[config.mk]
export PLATFORM = sky130hd
export DESIGN_NAME = cordic_phase_discr
export DESIGN_NICKNAME = d
export VERILOG_FILES = /design/src/rtl/cordic_phase_discr.sv
export SDC_FILE = /design/constraint.sdc
export NUM_CORES = 1
export LEC_CHECK = 0
export CAP_MARGIN = 20
export CORE_AREA = 2 2 105 97
export CTS_CLUSTER_SIZE = 20
export DETAILED_ROUTE_END_ITERATION = 8
export DIE_AREA = 0 0 107 99
export GPL_ROUTABILITY_DRIVEN = 0
export MAX_ROUTING_LAYER = met4
export PLACE_DENSITY = 0.76
export SETUP_SLACK_MARGIN = 0.05
export SYNTH_ARGS = -nofsm -noshare
export SYNTH_HDL_FRONTEND = slang
export SYNTH_SLANG_ARGS = --single-unit
[constraint.sdc]
create_clock -name clk -period 2.5 [get_ports clk]
set_clock_uncertainty 0.05 [all_clocks]
set_input_delay 0.5 -clock clk [delete_from_list [all_inputs] [get_ports clk]]
set_output_delay 0.5 -clock clk [all_outputs]
set_load 0.005 [all_outputs]
[src/rtl/cordic_phase_discr.sv]
// Phase discriminator: wrapped phase step between consecutive CORDIC samples, averaged over 2^AVG_LOG2 samples.
// Optional squelch on low magnitude is enabled by defining CPD_SQUELCH_EN.
module cordic_phase_discr #(
    parameter int XY_WIDTH = 16,
    parameter int AVG_LOG2 = 2
) (
    input  logic                       clk,
    input  logic                       reset,
    input  logic                       clr,
    input  logic                       st,
    input  logic [XY_WIDTH-1:0]        mag,
    input  logic signed [XY_WIDTH+1:0] ph,
    input  logic [XY_WIDTH-1:0]        thr,
    output logic                       rdy,
    output logic signed [XY_WIDTH+1:0] freq,
    output logic                       sq
);

    localparam int PW = XY_WIDTH + 2;
    localparam int DW = XY_WIDTH + 3;
    localparam int AW = PW + AVG_LOG2;
    localparam int CW = (AVG_LOG2 > 0) ? AVG_LOG2 : 1;
    localparam logic [CW-1:0] CNT_LAST = CW'((1 << AVG_LOG2) - 1);
    localparam logic signed [DW-1:0] PI_W     = {3'b001, {XY_WIDTH{1'b0}}};
    localparam logic signed [DW-1:0] TWO_PI_W = {3'b010, {XY_WIDTH{1'b0}}};

    typedef enum logic {IDLE, RUN} state_t;

    state_t                 state_q, state_d;
    logic signed [PW-1:0]   ph_prev_q, ph_prev_d;
    logic                   primed_q, primed_d;
    logic signed [PW-1:0]   d1_q, d1_d;
    logic                   v1_q, v1_d;
    logic                   s1_q, s1_d;
    logic signed [AW-1:0]   acc_q, acc_d;
    logic [CW-1:0]          cnt_q, cnt_d;
    logic                   sqacc_q, sqacc_d;
    logic signed [PW-1:0]   freq_q, freq_d;
    logic                   sq_q, sq_d;
    logic                   rdy_q, rdy_d;
    logic                   smp_sq;
    logic signed [DW-1:0]   diff_raw, diff_wrap;
    logic signed [AW-1:0]   d_ext, acc_sum;

`ifdef CPD_SQUELCH_EN
    assign smp_sq = (mag < thr);
`else
    logic unused_sq_inputs;
    assign unused_sq_inputs = ^{mag, thr};
    assign smp_sq = 1'b0;
`endif

    // Difference at one extra bit, folded back into (-pi, pi]; exact -pi becomes +pi.
    always_comb begin
        diff_raw  = $signed({ph[PW-1], ph}) - $signed({ph_prev_q[PW-1], ph_prev_q});
        diff_wrap = diff_raw;
        if (diff_raw > PI_W) begin
            diff_wrap = diff_raw - TWO_PI_W;
        end else if (diff_raw <= -PI_W) begin
            diff_wrap = diff_raw + TWO_PI_W;
        end
    end

    always_comb begin
        state_d   = state_q;
        ph_prev_d = ph_prev_q;
        primed_d  = primed_q;
        d1_d      = '0;
        v1_d      = 1'b0;
        s1_d      = 1'b0;
        if (clr) begin
            state_d  = IDLE;
            primed_d = 1'b0;
        end else if (st) begin
            if (state_q == IDLE) begin
                if (!smp_sq) begin
                    ph_prev_d = ph;
                    primed_d  = 1'b1;
                    state_d   = RUN;
                end
            end else begin
                v1_d = 1'b1;
                if (smp_sq) begin
                    primed_d = 1'b0;
                    s1_d     = 1'b1;
                end else begin
                    ph_prev_d = ph;
                    primed_d  = 1'b1;
                    if (primed_q) begin
                        d1_d = diff_wrap[PW-1:0];
                    end
                end
            end
        end
    end

    assign d_ext   = AW'(d1_q);
    assign acc_sum = acc_q + d_ext;

    // The closing sample is folded into the output directly so the next window starts clean.
    always_comb begin
        acc_d   = acc_q;
        cnt_d   = cnt_q;
        sqacc_d = sqacc_q;
        freq_d  = freq_q;
        sq_d    = sq_q;
        rdy_d   = 1'b0;
        if (clr) begin
            acc_d   = '0;
            cnt_d   = '0;
            sqacc_d = 1'b0;
        end else if (v1_q) begin
            if (cnt_q == CNT_LAST) begin
                freq_d  = PW'(acc_sum >>> AVG_LOG2);
                sq_d    = sqacc_q | s1_q;
                rdy_d   = 1'b1;
                acc_d   = '0;
                cnt_d   = '0;
                sqacc_d = 1'b0;
            end else begin
                acc_d   = acc_sum;
                cnt_d   = cnt_q + CW'(1);
                sqacc_d = sqacc_q | s1_q;
            end
        end
    end

    always_ff @(posedge clk or posedge reset) begin
        if (reset) begin
            state_q   <= IDLE;
            ph_prev_q <= '0;
            primed_q  <= 1'b0;
            d1_q      <= '0;
            v1_q      <= 1'b0;
            s1_q      <= 1'b0;
            acc_q     <= '0;
            cnt_q     <= '0;
            sqacc_q   <= 1'b0;
            freq_q    <= '0;
            sq_q      <= 1'b0;
            rdy_q     <= 1'b0;
        end else begin
            state_q   <= state_d;
            ph_prev_q <= ph_prev_d;
            primed_q  <= primed_d;
            d1_q      <= d1_d;
            v1_q      <= v1_d;
            s1_q      <= s1_d;
            acc_q     <= acc_d;
            cnt_q     <= cnt_d;
            sqacc_q   <= sqacc_d;
            freq_q    <= freq_d;
            sq_q      <= sq_d;
            rdy_q     <= rdy_d;
        end
    end

    assign rdy  = rdy_q;
    assign freq = freq_q;
    assign sq   = sq_q;

endmodule

==> impl_metrics.csv <==
group,metric,value,unit
outcome,status,"finished with violations",
outcome,violations,"negative setup slack",
placement,dp_cells,722,
placement,dp_hpwl,7530,um
logic_synthesis,ys_seq_area_share,43.2,%
layout,layout.cells.non_filler,747,
worst_setup_path,reg2reg_to,"d1_q[17]",
placement,portBuffers,40,
clocking,clk_latency,360,ps
logic_synthesis,yosysMostFrequentCell,"dfrtp_1",
grt,overflow,0,
logic_synthesis,synth_area_leader_cell,"dfrtp_1",
detailed_routing,drt_wl_total,10900,um
timing,period_share,115,%
grt,grt_pass1_wl,18000,um
layout,antenna_cells,0,
detailed_routing,vias,3960,
clocking,clkSinkCount,79,
layout,syn_to_final_growth,39.3,%
worst_setup_path,arrival,3050,ps
clocking,cts_buffers,9,
power,peakVddDrop,0.311,mV
timing,post-route-min-period,2860,ps
job,maxCapViolations,0,
clocking,clk_pin_slew,80,ps
clocking,tritoncts,"built",
grt,grt_max_degree,63,
clocking,h-tree-depth,3,
clocking,max-clock-path-buffers,2,
layout,drive_gt1_share,27.5,%
power,leakage,2.95,nW
logic_synthesis,synth_cells,492,
logic_synthesis,synth_commonest_cells,"79 x dfrtp_1, 70 x nand2_1, 65 x o21ai_0",
layout,stdcell_area,6370,um2
clocking,cts_root_buffer,"clkbuf_8",
logic_synthesis,synthTopCellsByArea,"dfrtp_1 43%, ha_1 10%, o21ai_0 7.1%, nand2_1 5.7%, xor2_1 4.2%",
logic_synthesis,synth_top_cell_area_share,43.2,%
power,p_per_area,536,nW/um2
timing,setup_viol,9,
timing,whs,432,ps
detailed_routing,vias_per_cell,5.30,
detailed_routing,dr.first_iter.drc_count,199,
logic_synthesis,synthesis.nets,586,
worst_setup_path,reg2reg_slack,-310,ps
grt,grt_pass1_vias,4014,
detailed_routing,drcViolationCount,0,
worst_setup_path,rr_startpoint,"ph_prev_q[2]",
timing,tightest_slew,498,ps
detailed_routing,firstDrtPassIters,4,
logic_synthesis,synth_edf_count,0,
floorplan,rows,34,
timing,fmaxAchievable,349,MHz
timing,hold_viol,0,
worst_setup_path,critPathRequiredTime,2690,ps
logic_synthesis,synth_cell_types,57,
detailed_routing,final_antenna_net_count,0,
grt,antenna_found_initial,0,
worst_setup_path,end_kind,"flip-flop",
logic_synthesis,ys.flop_type,"dfrtp_1",
timing,grt_setup_unrepaired,"true",
timing,layout_setup_ws,-363,ps
layout,final_util,67.2,%
floorplan,pin_count,74,
detailed_routing,wire_per_inst,14.5,um
floorplan,die_width,107,um
floorplan,coreArea,9490,um2
grt,grtUsageTotal,21.7,%
floorplan,dieArea,10600,um2
layout,layout.nets,710,
worst_setup_path,critical_path_class,"input port to flip-flop",
clocking,ctsHoldBuffers,0,
timing,setup_tns,-720,ps
logic_synthesis,synth.avg_cell_area,9.29,um2
logic_synthesis,syn_area,4570,um2
timing,drv_slew,0,
worst_setup_path,crit_fanout,2,
placement,placed_area,5780,um2
logic_synthesis,async_flop_share,100,%
logic_synthesis,yosys_warnings,0,
worst_setup_path,worst-r2r-cell-count,11,
timing,relSlewSlack,66.8,%
min_path,hold_class,"input port to async pin",
logic_synthesis,ys_seq_elements,79,
floorplan,die_y,99,um
worst_setup_path,worstSetupStartpointType,"input port",
floorplan,initial_core_util,48.2,%
[report_power, final]
part           leakage [nW]  switching [W]  internal [W]
clock                 0.107       0.000490      0.000569
combinational          1.78       0.000477      0.000520
sequential             1.07      0.0000265       0.00133
total                  2.95       0.000994       0.00242
[per-stage QoR]
stage               power (W)  setup WS, ps
CTS                   0.00341          -348
finish                0.00342          -363
global placement      0.00227         -1020
global route          0.00362          -483
detailed placement    0.00230         -1060
floorplan             0.00191          -321
[kinds of logic (layout without fill, tap and decap cells)]
group,Yosys count,in the layout,share of synthesized area (%)
AO/OA/AOI/OAI,141,141,19.4
XOR/XNOR,36,36,6.89
adder cells (fa/ha/maj),40,40,11.3
buffers and inverters,43,172,3.61
flip-flops,79,79,43.2
multiplexers,2,2,0.465
other,1,1,0.0820
AND/OR/NAND/NOR,150,150,15.0
[critical path, stage by stage]
cell	delay, ps
clkdlybuf4s50_1	430
ha_1	310
and3_1	200
and4b_1	210
a2111oi_4	360
o221ai_2	160
xor2_1	170
and4b_1	270
o2111ai_2	150
a31oi_1	170
o211ai_1	90
[state kept, by name (all words and copies together) (netlist names)]
register   count
acc_q         20
d1_q          18
freq          18
ph_prev_q     18
cnt_q          2
primed_q       1
rdy            1
v1_q           1
[cells in the final DEF (no fill, tap or decap), types with 12 or more instances in the layout]
master and count:
buf_4 87, dfrtp_1 79, nand2_1 70, o21ai_0 44, nor2_1 33, clkdlybuf4s50_1 31, ha_1 26, inv_1 23
xor2_1 19, o21ai_1 18, a21oi_1 12
[repair_timing]
| action | in CTS | in global routing |
|---|---|---|
| pin swaps | 28 | 27 |
| resized for setup | 53 | 37 |
| setup endpoints to repair | 27 | 25 |
| setup buffers | 2 | 7 |
[how the worst max path moves through the flow]
stage / start / endpoint
2_1_floorplan: ph[0] / d1_q[17]
3_3_place_gp: ph[0] / d1_q[17]
3_5_place_dp: ph[0] / d1_q[17]
4_1_cts: ph[12] / d1_q[17]
5_1_grt: ph[8] / d1_q[17]
6_report: ph[12] / d1_q[17]
[layer usage]
| metal | share of wire, % | global-route usage [%] |
|---|---|---|
| met1 | 42 | 25.5 |
| met2 | 50 | 36.4 |
| met3 | 4.5 | 4.70 |
| met4 | 3.3 | 8.39 |
| met5 | 0 | - |
[layout make-up]
cell class / instances / area, um2
timing repair buffer: 129 / 1070
clock buffer: 10 / 128
multi-input combinational: 370 / 2830
inverter: 27 / 118
clock inverter: 6 / 93.8
fill: 719 / 3110
tap: 126 / 158
sequential: 79 / 1980
Power figures use the tool's default switching activity.
